**config.mk**
```make
export PLATFORM = sky130hd
export DESIGN_NAME = gf_syndrome_acc
export DESIGN_NICKNAME = d
export VERILOG_FILES = /design/src/rtl/gf_syndrome_acc_pkg.sv /design/src/rtl/gf_cmul_const.sv /design/src/rtl/gf_syndrome_acc.sv
export SDC_FILE = /design/constraint.sdc
export NUM_CORES = 1
export LEC_CHECK = 0
export BUFFER_PORTS_ARGS = -buffer_cell sky130_fd_sc_hd__buf_2
export CORE_MARGIN = 4
export CORE_UTILIZATION = 34
export CTS_CLUSTER_DIAMETER = 40
export DETAILED_ROUTE_END_ITERATION = 10
export PLACE_DENSITY = 0.48
export SETUP_SLACK_MARGIN = 0.15
export SLEW_MARGIN = 20
export SYNTH_ARGS = -nofsm -noshare
export SYNTH_HDL_FRONTEND = slang
export SYNTH_SLANG_ARGS = --single-unit
```
**constraint.sdc**
```tcl
create_clock -name clk -period 2.3 [get_ports clk]
set_input_delay 0.345 -clock clk [delete_from_list [all_inputs] [get_ports clk]]
set_output_delay 0.345 -clock clk [all_outputs]
set_load 0.01 [all_outputs]
```
**src/rtl/gf_syndrome_acc_pkg.sv**
```systemverilog
// GF(2^M) helpers shared by the syndrome accumulator: multiply-by-alpha,
// constant alpha powers and a default primitive polynomial per field size.
package gf_syndrome_acc_pkg;

    localparam int unsigned GF_MAX_M = 8;

    // One multiply-by-alpha step in GF(2^m): shift left, reduce by poly on carry-out.
    function automatic logic [7:0] gf_mul_alpha(input logic [7:0] x, input int unsigned m,
                                                input logic [8:0] poly);
        logic [7:0] mask;
        logic [7:0] r;
        mask = 8'((9'd1 << m) - 9'd1);
        r    = 8'(x << 1) & mask;
        if (x[3'(m - 1)]) begin
            r = r ^ (poly[7:0] & mask);
        end
        return r;
    endfunction

    function automatic logic [7:0] gf_alpha_pow(input int unsigned e, input int unsigned m,
                                                input logic [8:0] poly);
        logic [7:0] r;
        int unsigned ord;
        ord = (32'd1 << m) - 32'd1;
        r   = 8'd1;
        for (int unsigned i = 0; i < e % ord; i++) begin
            r = gf_mul_alpha(r, m, poly);
        end
        return r;
    endfunction

    function automatic logic [8:0] gf_default_poly(input int unsigned m);
        case (m)
            3:       return 9'h00B;
            4:       return 9'h013;
            5:       return 9'h025;
            6:       return 9'h043;
            7:       return 9'h089;
            8:       return 9'h11D;
            default: return 9'h013;
        endcase
    endfunction

endpackage

```
**src/rtl/gf_cmul_const.sv**
```systemverilog
// Combinational multiply of a GF(2^M) element by the constant alpha^EXP,
// built as a chain of multiply-by-alpha steps.
module gf_cmul_const
    import gf_syndrome_acc_pkg::*;
#(
    parameter int unsigned M    = 4,
    parameter logic [8:0]  POLY = 9'h013,
    parameter int unsigned EXP  = 1
) (
    input  logic [M-1:0] op,
    output logic [M-1:0] res
);

    localparam int unsigned ORD   = (32'd1 << M) - 32'd1;
    localparam int unsigned EXP_R = EXP % ORD;

    always_comb begin
        res = op;
        for (int unsigned i = 0; i < EXP_R; i++) begin
            res = M'(gf_mul_alpha(8'(res), M, POLY));
        end
    end

endmodule

```
**src/rtl/gf_syndrome_acc.sv**
```systemverilog
// Streaming Reed-Solomon syndrome calculator: Horner accumulation of NSYND
// syndromes over framed codewords, registered result one cycle after the last symbol.
module gf_syndrome_acc
    import gf_syndrome_acc_pkg::*;
#(
    parameter int unsigned M     = 4,
    parameter logic [8:0]  POLY  = 9'h013,
    parameter int unsigned NSYM  = 15,
    parameter int unsigned NSYND = 4,
    parameter int unsigned FCR   = 1
) (
    input  logic                 clk,
    input  logic                 rst,
    input  logic                 sym_valid,
    input  logic                 sym_sof,
    input  logic [M-1:0]         sym,
    output logic [NSYND*M-1:0]   synd,
    output logic                 synd_valid,
    output logic                 err_det,
    output logic                 frame_err
);

    localparam int unsigned CW = $clog2(NSYM);

    logic [CW-1:0]      cnt;
    logic [M-1:0]       acc     [NSYND];
    logic [M-1:0]       mul     [NSYND];
    logic [M-1:0]       acc_nxt [NSYND];
    logic [NSYND*M-1:0] synd_nxt;
    logic               first;
    logic               last;

    for (genvar j = 0; j < int'(NSYND); j++) begin : g_root
        gf_cmul_const #(
            .M   (M),
            .POLY(POLY),
            .EXP (FCR + 32'(j))
        ) u_cmul (
            .op (acc[j]),
            .res(mul[j])
        );
    end

    // A sof always restarts; otherwise the codeword completes on the NSYM-th symbol.
    always_comb begin
        first    = (cnt == '0) || sym_sof;
        last     = !sym_sof && (cnt == CW'(NSYM - 1));
        synd_nxt = '0;
        for (int j = 0; j < int'(NSYND); j++) begin
            acc_nxt[j]          = first ? sym : (mul[j] ^ sym);
            synd_nxt[j*M +: M]  = acc_nxt[j];
        end
    end

    always_ff @(posedge clk or posedge rst) begin
        if (rst) begin
            cnt        <= '0;
            synd       <= '0;
            synd_valid <= 1'b0;
            err_det    <= 1'b0;
            frame_err  <= 1'b0;
            for (int j = 0; j < int'(NSYND); j++) begin
                acc[j] <= '0;
            end
        end else begin
            synd_valid <= 1'b0;
            frame_err  <= 1'b0;
            if (sym_valid) begin
                for (int j = 0; j < int'(NSYND); j++) begin
                    acc[j] <= acc_nxt[j];
                end
                frame_err <= sym_sof && (cnt != '0);
                if (sym_sof) begin
                    cnt <= CW'(1);
                end else if (last) begin
                    cnt <= '0;
                end else begin
                    cnt <= cnt + CW'(1);
                end
                if (last) begin
                    synd       <= synd_nxt;
                    err_det    <= |synd_nxt;
                    synd_valid <= 1'b1;
                end
            end
        end
    end

endmodule

```
# Word level (Yosys, flattened, before mapping)

Cells that the tools add are included.

Logic and storage cells: 52
Output and inout bits: 19
Register bits after elaboration: 39

Bitwise operators: 14
Multiplexer cells: 19
Reduce and logical (&&, ||, !) cells: 8
Eq/ne operators: 1
Add/sub/neg operators: 1

Operators by type and width:

| operator                                    | number |
|---|---|
| 2-to-1 mux 4 bit                            | 6 |
| 2-to-1 mux 2 bit                            | 10 |
| NOT 2 bit                                   | 10 |
| OR reduction 16 bit                         | 1 |
| bitwise XOR 4 bit                           | 4 |
| adder 4 x 1 -> 4 bit, second input constant | 1 |
| equality test 4 bit, second input constant  | 1 |
| zero test 4 bit                             | 1 |
| nonzero test 4 bit                          | 1 |
| 2-to-1 mux 1 bit                            | 3 |
| logical AND 1 bit                           | 2 |
| AND reduction 2 bit                         | 1 |
| zero test 1 bit                             | 1 |
| logical OR 1 bit                            | 1 |

# Logic depth before layout (Yosys ltp)

Gate-level depths: netlist (run 1).

Depth in word-level cells: 11
Depth in mapped cells: 9
Gate-level depth less buffers: 8

# Cells and area by module

From an unflattened synthesis (run 1), not the netlist that was laid out.

Cells, all modules: 252
Area, all modules: 2218.4 um^2

By module, submodules not included:

| module                            | instances | cells an instance | area an instance (um^2) | sequential area each (um^2) |
|---|---|---|---|---|
| gf_syndrome_acc                   | 1         | 236               | 2070.7                  | 975.9 |
| gf_cmul_const at g_root[3].u_cmul | 1         | 4                 | 50.0                    | 0.0 |
| gf_cmul_const at g_root[2].u_cmul | 1         | 4                 | 33.8                    | 0.0 |
| gf_cmul_const at g_root[1].u_cmul | 1         | 4                 | 32.5                    | 0.0 |
| gf_cmul_const at g_root[0].u_cmul | 1         | 4                 | 31.3                    | 0.0 |

# Least setup slack after synthesis (run 1)

Ideal clock, no wire load.

Path type: register -> register
Start point: reg cnt[0]
End point: reg err_det
Arrival: 1.832 ns
Path slack: 0.321 ns
Path buffers: 1
Stages on the path, launching flop included: 9
Clock period less this slack: 1.979 ns
Path through: dfrtp_1 inv_1 ha_1 nor3b_1 or2_2 clkbuf_1 o21ai_0 a2111oi_2 a41oi_1

Longest elaborated chain between the ends: 4
Elaborated cells on any way between the ends: 10

Ends and longest elaborated chain:

| element                | RTL line              | source |
|---|---|---|
| from (decl)            | gf_syndrome_acc.sv:25 | `logic [CW-1:0] cnt;` |
| from (signal assigned) | gf_syndrome_acc.sv:78 | `cnt <= cnt + CW'(1);` |
| zero test 4 bit        | gf_syndrome_acc.sv:46 | `first = (cnt == '0) \|\| sym_sof;` |
| logical OR 1 bit       | gf_syndrome_acc.sv:46 |  |
| 2-to-1 mux 4 bit       | gf_syndrome_acc.sv:50 | `acc_nxt[j] = first ? sym : (mul[j] ^ sym);` |
| OR reduction 16 bit    | gf_syndrome_acc.sv:82 | `err_det <= \|synd_nxt;` |
| to (signal assigned)   | gf_syndrome_acc.sv:82 |  |
| to (decl)              | gf_syndrome_acc.sv:19 | `output logic err_det,` |

Parallel ways exist; a longest one is shown, timed or not.
A chain may end at the register's enable or synchronous reset.

# Worst setup path in the final report (run 1)

Ends and elaborated chain as after synthesis.

==> results.sh, run 1 <==
export IMPL_antenna_cells=0
export IMPL_fillers=703
export IMPL_wl_per_cell_um=13.8
export IMPL_dp_hpwl_mm=3.70
export IMPL_synthArstFlopShare_pct=100
export IMPL_synth_cell_types=41
export IMPL_grt_max_degree=44
export IMPL_synth_cells=284
export IMPL_synth_area_mm2=0.00235
export IMPL_stdcell_count=383
export IMPL_clock_latency_ns=0.30
export IMPL_die_height_um=91.2
export IMPL_drc=0
export IMPL_syn_area_per_cell_um2=8.28
export IMPL_syn_to_final_growth_pct=13.1
export IMPL_yosys_warnings=0
export IMPL_grt_overflow_total=0
export IMPL_core_mm2=0.00676
export IMPL_layout_min_cycle_time_ns=1.97
export IMPL_firstDrtPassIters=4
export IMPL_dieArea_mm2=0.00831
export IMPL_rr_worst_depth=8
export IMPL_status="finished clean"
export IMPL_cts_inserted_buffers=5
export IMPL_final_area_mm2=0.00266
export IMPL_use_met3_pct=3.89
export IMPL_max_cap_violations=0
export IMPL_clk_pin_slew_ns=0.08
export IMPL_busiest_layer="met2"
export IMPL_maxSlewViolCount=0
export IMPL_place_congestion=0.836
export IMPL_r2r_start="cnt[0]"
export IMPL_rr_endpoint="err_det"
export IMPL_setup_violations=0
export IMPL_synth_ff_type="dfrtp_1"
export IMPL_placed_cell_area_mm2=0.00256
export IMPL_cts_tree="done"
export IMPL_cts_path_max_buffers=2
export IMPL_most_common_layout_cells="nor2_1, dfrtp_1, a21oi_1"
export IMPL_drt_iter0_markers=83
export IMPL_io_pins=27
export IMPL_grt_pass1_vias=1810
export IMPL_die_w_um=91.2
export IMPL_synth_top_cell_by_area="dfrtp_1"
export IMPL_grtUsageMet1_pct=19.0
export IMPL_vias_per_cell=5.02
export IMPL_met2_usage_pct=20.6
export IMPL_hold_violations=0
export IMPL_cts_sinks=39
export IMPL_initial_utilization_pct=34.8
export IMPL_ctsHoldBuffers=0
export IMPL_vias=1921
export IMPL_fmax_mhz=507
export IMPL_total_leakage_power_nw=1.17
export IMPL_grt_use_total_pct=13.5
export IMPL_hold_class="in2async"
export IMPL_htreeDepth=2
export IMPL_relSlewSlack_pct=66.3
export IMPL_fin_crit_sh_pct=85.8
export IMPL_finClkSkew_ns=0.00840
export IMPL_path_max_fanout=11
export IMPL_ys_ff_latch=39
export IMPL_worstMarginPinSlew_ns=0.505
export IMPL_rsz0062_at_grt="false"
export IMPL_syn_nets=295
export IMPL_critPathLaunchType="register"
export IMPL_arrival_ns=2.13
export IMPL_powerDensity_mw_per_mm2=864
export IMPL_ys_seq_area_share_pct=41.5
export IMPL_place_inst=375
export IMPL_peakVddDrop_uv=359
export IMPL_postLayoutCoreUtil_pct=39.4
export IMPL_layout_commonest_cell="nor2_1"
export IMPL_rows=30
export IMPL_required_ns=2.46
export IMPL_reg2reg_slack_ns=0.33
export IMPL_wl_mm=5.29
export IMPL_critPathKind="reg2reg"
export IMPL_synth_area_leaders="dfrtp_1, xor2_1, nor2_1, a21oi_1, xnor2_1"
export IMPL_grt_pass1_wl_mm=9.09
export IMPL_cp_end_kind="register"
export IMPL_antenna_found_initial=0
export IMPL_layout_drive_gt1_share_pct=16.5
export IMPL_root_buffer="clkbuf_8"
export IMPL_ant_nets=0
export IMPL_synth_edff_count=0
export IMPL_num_nets_final=313
export IMPL_port_buffers=26
export IMPL_fin_setup_tns_ns=0
export IMPL_synth_top_area_share_pct=41.5
[how the worst max path moves through the flow]
stage | start | endpoint | slack, ns | depth (start not counted)
after global placement | cnt[0] | err_det | 0.32 | 7
after global routing | cnt[0] | err_det | 0.19 | 8
after CTS | cnt[0] | err_det | 0.26 | 7
after detailed placement | cnt[0] | err_det | 0.29 | 7
final | cnt[0] | err_det | 0.33 | 8
after floorplan | cnt[0] | err_det | 0.32 | 8
[area by class of cell]
class	count	area (um^2)	area share, %
Clock buffer	5	68.8	2.59
Clock inverter	3	15.0	0.564
Multi-Input combinational cell	213	1260	47.4
Tap cell	80	100	3.76
Inverter	6	22.5	0.847
Timing Repair Buffer	37	216	8.14
Sequential cell	39	976	36.7
[power breakdown]
group | switching [mW] | leakage, nW | internal, mW
clock network | 0.254 | 0.0477 | 0.208
logic | 0.492 | 0.643 | 0.384
registers | 0.162 | 0.480 | 0.798
total | 0.908 | 1.17 | 1.39
[through the flow]
| step | power [mW] | worst slack [ns] | hold WS, ns |
|---|---|---|---|
| 4_1_cts | 2.31 | 0.261 | 0.179 |
| 6_report | 2.30 | 0.326 | 0.149 |
| 2_1_floorplan | 1.64 | 0.321 | 0.434 |
| 5_1_grt | 2.51 | 0.188 | 0.198 |
| 3_3_place_gp | 1.85 | 0.319 | 0.474 |
| 3_5_place_dp | 1.85 | 0.292 | 0.482 |
[cell families after synthesis]
group,synth area share [%]
buf+inv,5.48
xor+xnor,12.7
compound gates,19.1
mux,0.852
flops,41.5
simple gates,18.8
fa+ha+maj,1.60
[worst max-delay path: stages (launching register included)]
cell	delay (ns)
dfrtp_1	0.37
inv_1	0.09
ha_1	0.19
nor3b_2	0.18
or2_4	0.26
buf_6	0.15
a2bb2oi_1	0.16
a2111oi_2	0.29
a41oi_1	0.15
[Yosys cell counts (all sizes together), types with 2 or more instances]
| cell | n |
|---|---|
| o2bb2ai | 2 |
| and2 | 2 |
| o22ai | 3 |
| mux2i | 2 |
| dfrtp | 39 |
| o21ai | 15 |
| o31ai | 4 |
| nor3 | 3 |
| nand3 | 7 |
| nand3b | 2 |
| buf | 8 |
| a21oi | 33 |
| a31oi | 4 |
| xor2 | 20 |
| nand2 | 29 |
| a32oi | 3 |
| nor2b | 2 |
| clkbuf | 18 |
| nand2b | 2 |
| nor3b | 3 |
| xnor2 | 14 |
| nor2 | 46 |
| ha | 3 |
| inv | 6 |
| nor4b | 2 |
[state kept, by name, indices dropped and copies added, names as in the netlist]
name / count
acc: 16
cnt: 4
err_det: 1
frame_err: 1
synd: 16
synd_valid: 1
[routing by layer]
metal  share of wire (%)  vias to the layer above  wire [um]
li1                    -                     1001          -
met1                  51                      884       2710
met2                  44                       28       2350
met3                 3.4                        8        179
met4                 1.1                        0         57
met5                   0                        -          0
[what timing repair did]
| action | 4_1_cts | 5_1_grt |
|---|---|---|
| endpoints found under the setup margin | 0 | 4 |
| gates resized for setup | 0 | 4 |
| buffers inserted | 0 | 0 |
| hold endpoints to repair | 0 | 0 |
No activity file was read; power rests on OpenSTA's default activity.
==> inputs of run 2 (changes only) <==
--- a/config.mk
+++ b/config.mk
@@ -7,12 +7,12 @@
 export LEC_CHECK = 0
 export BUFFER_PORTS_ARGS = -buffer_cell sky130_fd_sc_hd__buf_2
 export CORE_MARGIN = 4
-export CORE_UTILIZATION = 34
+export CORE_UTILIZATION = 58
 export CTS_CLUSTER_DIAMETER = 40
 export DETAILED_ROUTE_END_ITERATION = 10
-export PLACE_DENSITY = 0.48
+export PLACE_DENSITY = 0.76
 export SETUP_SLACK_MARGIN = 0.15
-export SLEW_MARGIN = 20
+export SLEW_MARGIN = 10
 export SYNTH_ARGS = -nofsm -noshare
 export SYNTH_HDL_FRONTEND = slang
 export SYNTH_SLANG_ARGS = --single-unit
==> run 2 against run 1 <==
  * Clock power increased by 13%
  * Utilization is 30 points higher
  * Sequential share of layout area rose by 0.24 points
  * Sequential power grew 2%
  * Hold slack improved by 0.0019 ns
  * Clock-buffer cell count up 2
  * Combinational power decreased by 3.2%
  * Fmax down 4.0%
  * Sequential cell count stayed put
  * Largest cell class unchanged
==> results.sh, run 2 (synthesized netlist as in run 1, its figures left out) <==
export IMPL_fmax_mhz=486
export IMPL_max_cap_violations=0
export IMPL_dieArea_mm2=0.00514
export IMPL_startpoint="acc[2]"
export IMPL_cts_path_max_buffers=2
export IMPL_num_nets_final=313
export IMPL_grt_overflow_total=0
export IMPL_die_height_um=71.7
export IMPL_hold_violations=0
export IMPL_vias=1997
export IMPL_clk_pin_slew_ns=0.08
export IMPL_powerDensity_mw_per_mm2=889
export IMPL_layout_drive_gt1_share_pct=16.5
export IMPL_worstMarginPinSlew_ns=0.481
export IMPL_total_leakage_power_nw=1.17
export IMPL_wl_met3_um=265
export IMPL_arrival_ns=2.22
export IMPL_htreeDepth=2
export IMPL_firstDrtPassIters=4
export IMPL_critPathSlowestCell="dfrtp_1"
export IMPL_fillers=322
export IMPL_most_common_layout_cells="nor2_1, dfrtp_1, a21oi_1"
export IMPL_dp_hpwl_mm=3.28
export IMPL_finClkSkew_ns=0.00790
export IMPL_path_buf_inv=0
export IMPL_comb_power_share_pct=36.1
export IMPL_fin_total_pwr_mw=2.35
export IMPL_switching_share_pct=38.7
export IMPL_status="finished clean"
export IMPL_relSlewSlack_pct=67.8
export IMPL_drt_iter0_markers=87
export IMPL_setup_violations=0
export IMPL_regArea_um2=976
export IMPL_internal_power_mw=1.44
export IMPL_crit_family="compound AO/OA/AOI/OAI gates"
export IMPL_vias_per_cell=5.69
export IMPL_grt_use_total_pct=20.1
export IMPL_path_max_fanout=10
export IMPL_wl_per_cell_um=14.0
export IMPL_critPathLaunchType="register"
export IMPL_die_w_um=71.7
export IMPL_cts_sinks=39
export IMPL_antenna_found_initial=0
export IMPL_rsz0062_at_grt="false"
export IMPL_required_ns=2.46
export IMPL_grt_max_degree=40
export IMPL_layout_min_cycle_time_ns=2.06
export IMPL_root_buffer="clkbuf_8"
export IMPL_fin_crit_sh_pct=89.5
export IMPL_reg_top3="acc (16), synd (16), cnt (4)"
export IMPL_routed_top_layer="met4"
export IMPL_path_cells="xor2_1 -> or4b_1 -> o21ai_1 -> a22oi_1 -> a2111oi_2 -> a41oi_1"
export IMPL_clock_power_share_pct=22.3
export IMPL_port_buffers=26
export IMPL_rows=22
export IMPL_layout_commonest_cell="nor2_1"
export IMPL_final_area_mm2=0.00264
export IMPL_initial_utilization_pct=61.9
export IMPL_critPathKind="reg2reg"
export IMPL_ctsHoldBuffers=0
export IMPL_syn_to_final_growth_pct=12.4
export IMPL_hold_class="in2async"
export IMPL_wl_mm=4.92
export IMPL_cts_tree="done"
export IMPL_grt_pass1_wl_mm=8.31
export IMPL_ant_nets=0
export IMPL_placed_cell_area_mm2=0.00250
export IMPL_cp_end_kind="register"
export IMPL_drc=0
export IMPL_p_sw_uw=908
export IMPL_antenna_cells=0
export IMPL_io_pins=27
export IMPL_critPathMaxStageDelay_ns=0.51
export IMPL_dr_wl_met2_mm=2.32
export IMPL_peakVddDrop_uv=660
export IMPL_r2r_start="acc[2]"
export IMPL_core_mm2=0.00380
export IMPL_grt_pass1_vias=1791
export IMPL_p_seq_share_pct=41.6
export IMPL_multi_input_area_mm2=0.00127
export IMPL_clock_latency_ns=0.30
export IMPL_drt_met1_wl_mm=2.28
export IMPL_place_congestion=0.807
export IMPL_maxSlewViolCount=0
export IMPL_fin_setup_tns_ns=0
export IMPL_cts_inserted_buffers=5
==> run 2: power by group through the flow <==
stage	clock, mW	sequential (mW)	combinational, mW
floorplan	0	0.878	0.765
global placement	0	0.977	0.807
detailed placement	0	0.982	0.821
CTS	0.527	0.973	0.831
global route	0.554	1.00	0.951
finish	0.523	0.978	0.848
==> run 2: routing by layer <==
metal,global-route usage (%),vias to the layer above
li1,-,997
met1,27.4,943
met2,31.1,50
met3,4.49,7
met4,7.52,0
met5,0,-
==> run 2: what timing repair did <==
item | 4_1_cts | 5_1_grt
gates resized for setup | 1 | 3
buffers inserted | 0 | 3
setup endpoints to repair | 2 | 12
pin swaps | 0 | 1
==> run 2: path summary, 6_finish.rpt <==
path,to,slack [ns],cells past startpoint
min,synd[13],0.15,3
min in group clk,cnt[0],0.33,2
max reg2reg,err_det,0.24,6
max in group asynchronous,acc[4],1.81,3
min reg2reg,synd[3],0.51,2
max,err_det,0.24,6
==> run 2: area by class of cell <==
| type | count | share of cell area (%) |
|---|---|---|
| Clock buffer | 7 | 3.65 |
| Inverter | 6 | 0.852 |
| Tap cell | 48 | 2.27 |
| Sequential cell | 39 | 36.9 |
| Clock inverter | 1 | 0.284 |
| Timing Repair Buffer | 37 | 8.05 |
| Multi-Input combinational cell | 213 | 48.0 |
==> run 2: metrics by stage <==
step	instances	worst slack [ns]	utilization [%]	hold slack [ns]
6_report	351	0.242	69.6	0.151
2_1_floorplan	284	0.321	-	0.434
5_1_grt	351	0.129	69.6	0.207
3_5_place_dp	340	0.125	65.7	0.484
4_1_cts	348	0.116	68.6	0.167
3_3_place_gp	340	0.190	65.7	0.472
==> run 2: worst reg2reg max path, cell delays in order (launching register included) <==
cell and delay [ns]:
dfrtp_1 0.51, xor2_1 0.26, or4b_1 0.49, o21ai_1 0.10, a22oi_1 0.12, a2111oi_2 0.31, a41oi_1 0.15
==> inputs of run 3 (changes only) <==
--- a/config.mk
+++ b/config.mk
@@ -6,11 +6,12 @@
 export NUM_CORES = 1
 export LEC_CHECK = 0
 export BUFFER_PORTS_ARGS = -buffer_cell sky130_fd_sc_hd__buf_2
+export CORE_ASPECT_RATIO = 0.75
 export CORE_MARGIN = 4
-export CORE_UTILIZATION = 58
+export CORE_UTILIZATION = 52
 export CTS_CLUSTER_DIAMETER = 40
 export DETAILED_ROUTE_END_ITERATION = 10
-export PLACE_DENSITY = 0.76
+export PLACE_DENSITY = 0.72
 export SETUP_SLACK_MARGIN = 0.15
 export SLEW_MARGIN = 10
 export SYNTH_ARGS = -nofsm -noshare
==> constraint.sdc (replaced) <==
create_clock -name clk -period 1.8 [get_ports clk]
set_input_delay 0.27 -clock clk [delete_from_list [all_inputs] [get_ports clk]]
set_output_delay 0.27 -clock clk [all_outputs]
set_load 0.01 [all_outputs]
==> run 3 against run 2 <==
  * The run now ends with negative setup slack left
  * Critical path depth did not move
  * Register-to-register slack got worse by 0.39 ns
  * Sequential power grew 22%
  * Clock-buffer cell count decreased by 1
  * Design area is 33% higher
  * Sequential share of layout area shrank 9.0 points
  * Largest power group is now combinational logic
  * Highest routed layer unchanged
==> results.sh, run 3 (synthesized netlist as in run 1, its figures left out) <==
export IMPL_rr_endpoint="err_det"
export IMPL_htreeDepth=2
export IMPL_grt_max_degree=40
export IMPL_clock_latency_ns=0.30
export IMPL_die_w_um=85.6
export IMPL_startpoint="acc[3]"
export IMPL_arrival_ns=2.11
export IMPL_drc=0
export IMPL_syn_to_final_growth_pct=49.0
export IMPL_port_buffers=26
export IMPL_cts_inserted_buffers=5
export IMPL_vias_per_cell=6.05
export IMPL_violations="negative setup slack"
export IMPL_required_ns=1.96
export IMPL_path_max_fanout=3
export IMPL_total_leakage_power_nw=1.52
export IMPL_dp_hpwl_mm=3.94
export IMPL_wl_per_cell_um=19.2
export IMPL_grt_pass1_wl_mm=9.87
export IMPL_critPathSlowestCell="or4b_4"
export IMPL_antenna_cells=0
export IMPL_rr_worst_depth=6
export IMPL_critPathKind="reg2reg"
export IMPL_reg2reg_slack_ns=-0.15
export IMPL_path_cells="xor2_1 -> or4b_4 -> o21ai_2 -> a22oi_2 -> a2111oi_2 -> a41oi_1"
export IMPL_hold_class="in2async"
export IMPL_maxSlewViolCount=0
export IMPL_ant_nets=0
export IMPL_cp_end_kind="register"
export IMPL_grt_pass1_vias=2135
export IMPL_postLayoutCoreUtil_pct=83.3
export IMPL_dieArea_mm2=0.00567
export IMPL_most_common_layout_cells="nor2_1, dfrtp_1, buf_4"
export IMPL_critPathMaxStageDelay_ns=0.50
export IMPL_worstMarginPinSlew_ns=0.530
export IMPL_grt_overflow_total=0
export IMPL_cts_sinks=39
export IMPL_cts_tree="done"
export IMPL_die_height_um=66.2
export IMPL_final_area_mm2=0.00350
export IMPL_ctsHoldBuffers=0
export IMPL_initial_utilization_pct=55.9
export IMPL_rows=20
export IMPL_peakVddDrop_uv=743
export IMPL_path_buf_inv=0
export IMPL_reg_top3="acc (16), synd (16), cnt (4)"
export IMPL_layout_drive_gt1_share_pct=43.4
export IMPL_wl_mm=7.66
export IMPL_place_ws_ns=-0.0102
export IMPL_drt_iter0_markers=306
export IMPL_root_buffer="clkbuf_8"
export IMPL_status="complete, but fails checks"
export IMPL_vias=2409
export IMPL_antenna_found_initial=0
export IMPL_relSlewSlack_pct=64.5
export IMPL_powerDensity_mw_per_mm2=1190
export IMPL_core_mm2=0.00420
export IMPL_placed_cell_area_mm2=0.00281
export IMPL_r2r_start="acc[3]"
export IMPL_num_nets_final=353
export IMPL_place_congestion=0.850
export IMPL_firstDrtPassIters=5
export IMPL_io_pins=27
export IMPL_cts_path_max_buffers=2
export IMPL_crit_family="compound AO/OA/AOI/OAI gates"
export IMPL_hold_violations=0
export IMPL_fmax_mhz=513
export IMPL_clk_pin_slew_ns=0.08
export IMPL_setup_violations=7
export IMPL_layout_min_cycle_time_ns=1.95
export IMPL_finClkSkew_ns=0.00517
export IMPL_worst_slack_ns=-0.149
export IMPL_rsz0062_at_grt="true"
export IMPL_fin_crit_sh_pct=108
export IMPL_critPathLaunchType="register"
export IMPL_grt_use_total_pct=22.1
export IMPL_max_cap_violations=0
==> run 3: changes by cell type in the layout (fill, tap and decap cells not counted), sizes merged <==
cell / previous run / this run
clkinv: 0 / 1
bufinv: 0 / 1
nor2: 46 / 47
clkinvlp: 1 / 0
buf: 37 / 75
==> run 3: worst max path at each step <==
stage | endpoint | cells after the start
floorplan | err_det | 8
global placement | err_det | 6
detailed placement | err_det | 7
CTS | err_det | 6
global route | err_det | 10
finish | err_det | 6
==> run 3: report_power, final <==
part,internal (mW),switching [mW]
clock,0.449,0.333
combinational,0.977,1.22
sequential,1.02,0.169
total,2.45,1.72
==> run 3: area by class of cell <==
cell class                      instances  area [um^2]
Multi-Input combinational cell        214         1700
Sequential cell                        39          977
Fill cell                             210          702
Timing Repair Buffer                   76          614
Clock buffer                            6         82.6
Tap cell                               55         68.8
Clock inverter                          2         35.0
Inverter                                6         22.5
==> run 3: metrics by stage <==
stage / hold WS [ns] / TNS, ns / instances / power, mW
floorplan: 0.359 / 0 / 284 / 2.17
global placement: 0.415 / -0.0315 / 376 / 2.64
detailed placement: 0.423 / -0.0102 / 376 / 2.67
CTS: 0.0977 / -0.000171 / 388 / 3.56
global route: 0.157 / -1.34 / 398 / 4.35
finish: 0.0808 / -0.262 / 398 / 4.16
==> run 3: routing by layer <==
metal | track usage [%] | wire length (um) | up-vias
met1 | 28.5 | 3200 | 1171
met3 | 4.73 | 581 | 39
met4 | 6.72 | 335 | 0
met2 | 37.5 | 3540 | 125
met5 | 0 | 0 | -
li1 | - | - | 1074
==> run 3: worst register-to-register path: stages, from the launching register on <==
cell and delay [ns]:
dfrtp_1 0.45, xor2_1 0.19, or4b_4 0.50, o21ai_2 0.09, a22oi_2 0.10, a2111oi_2 0.34
a41oi_1 0.15
==> run 3: timing repair <==
action                     4_1_cts  5_1_grt
buffers inserted                 4        8
pin swaps                       22       39
gates cloned                     0        2
resized for setup               22       68
setup endpoints to repair       19       32
hold endpoints to repair         0        0
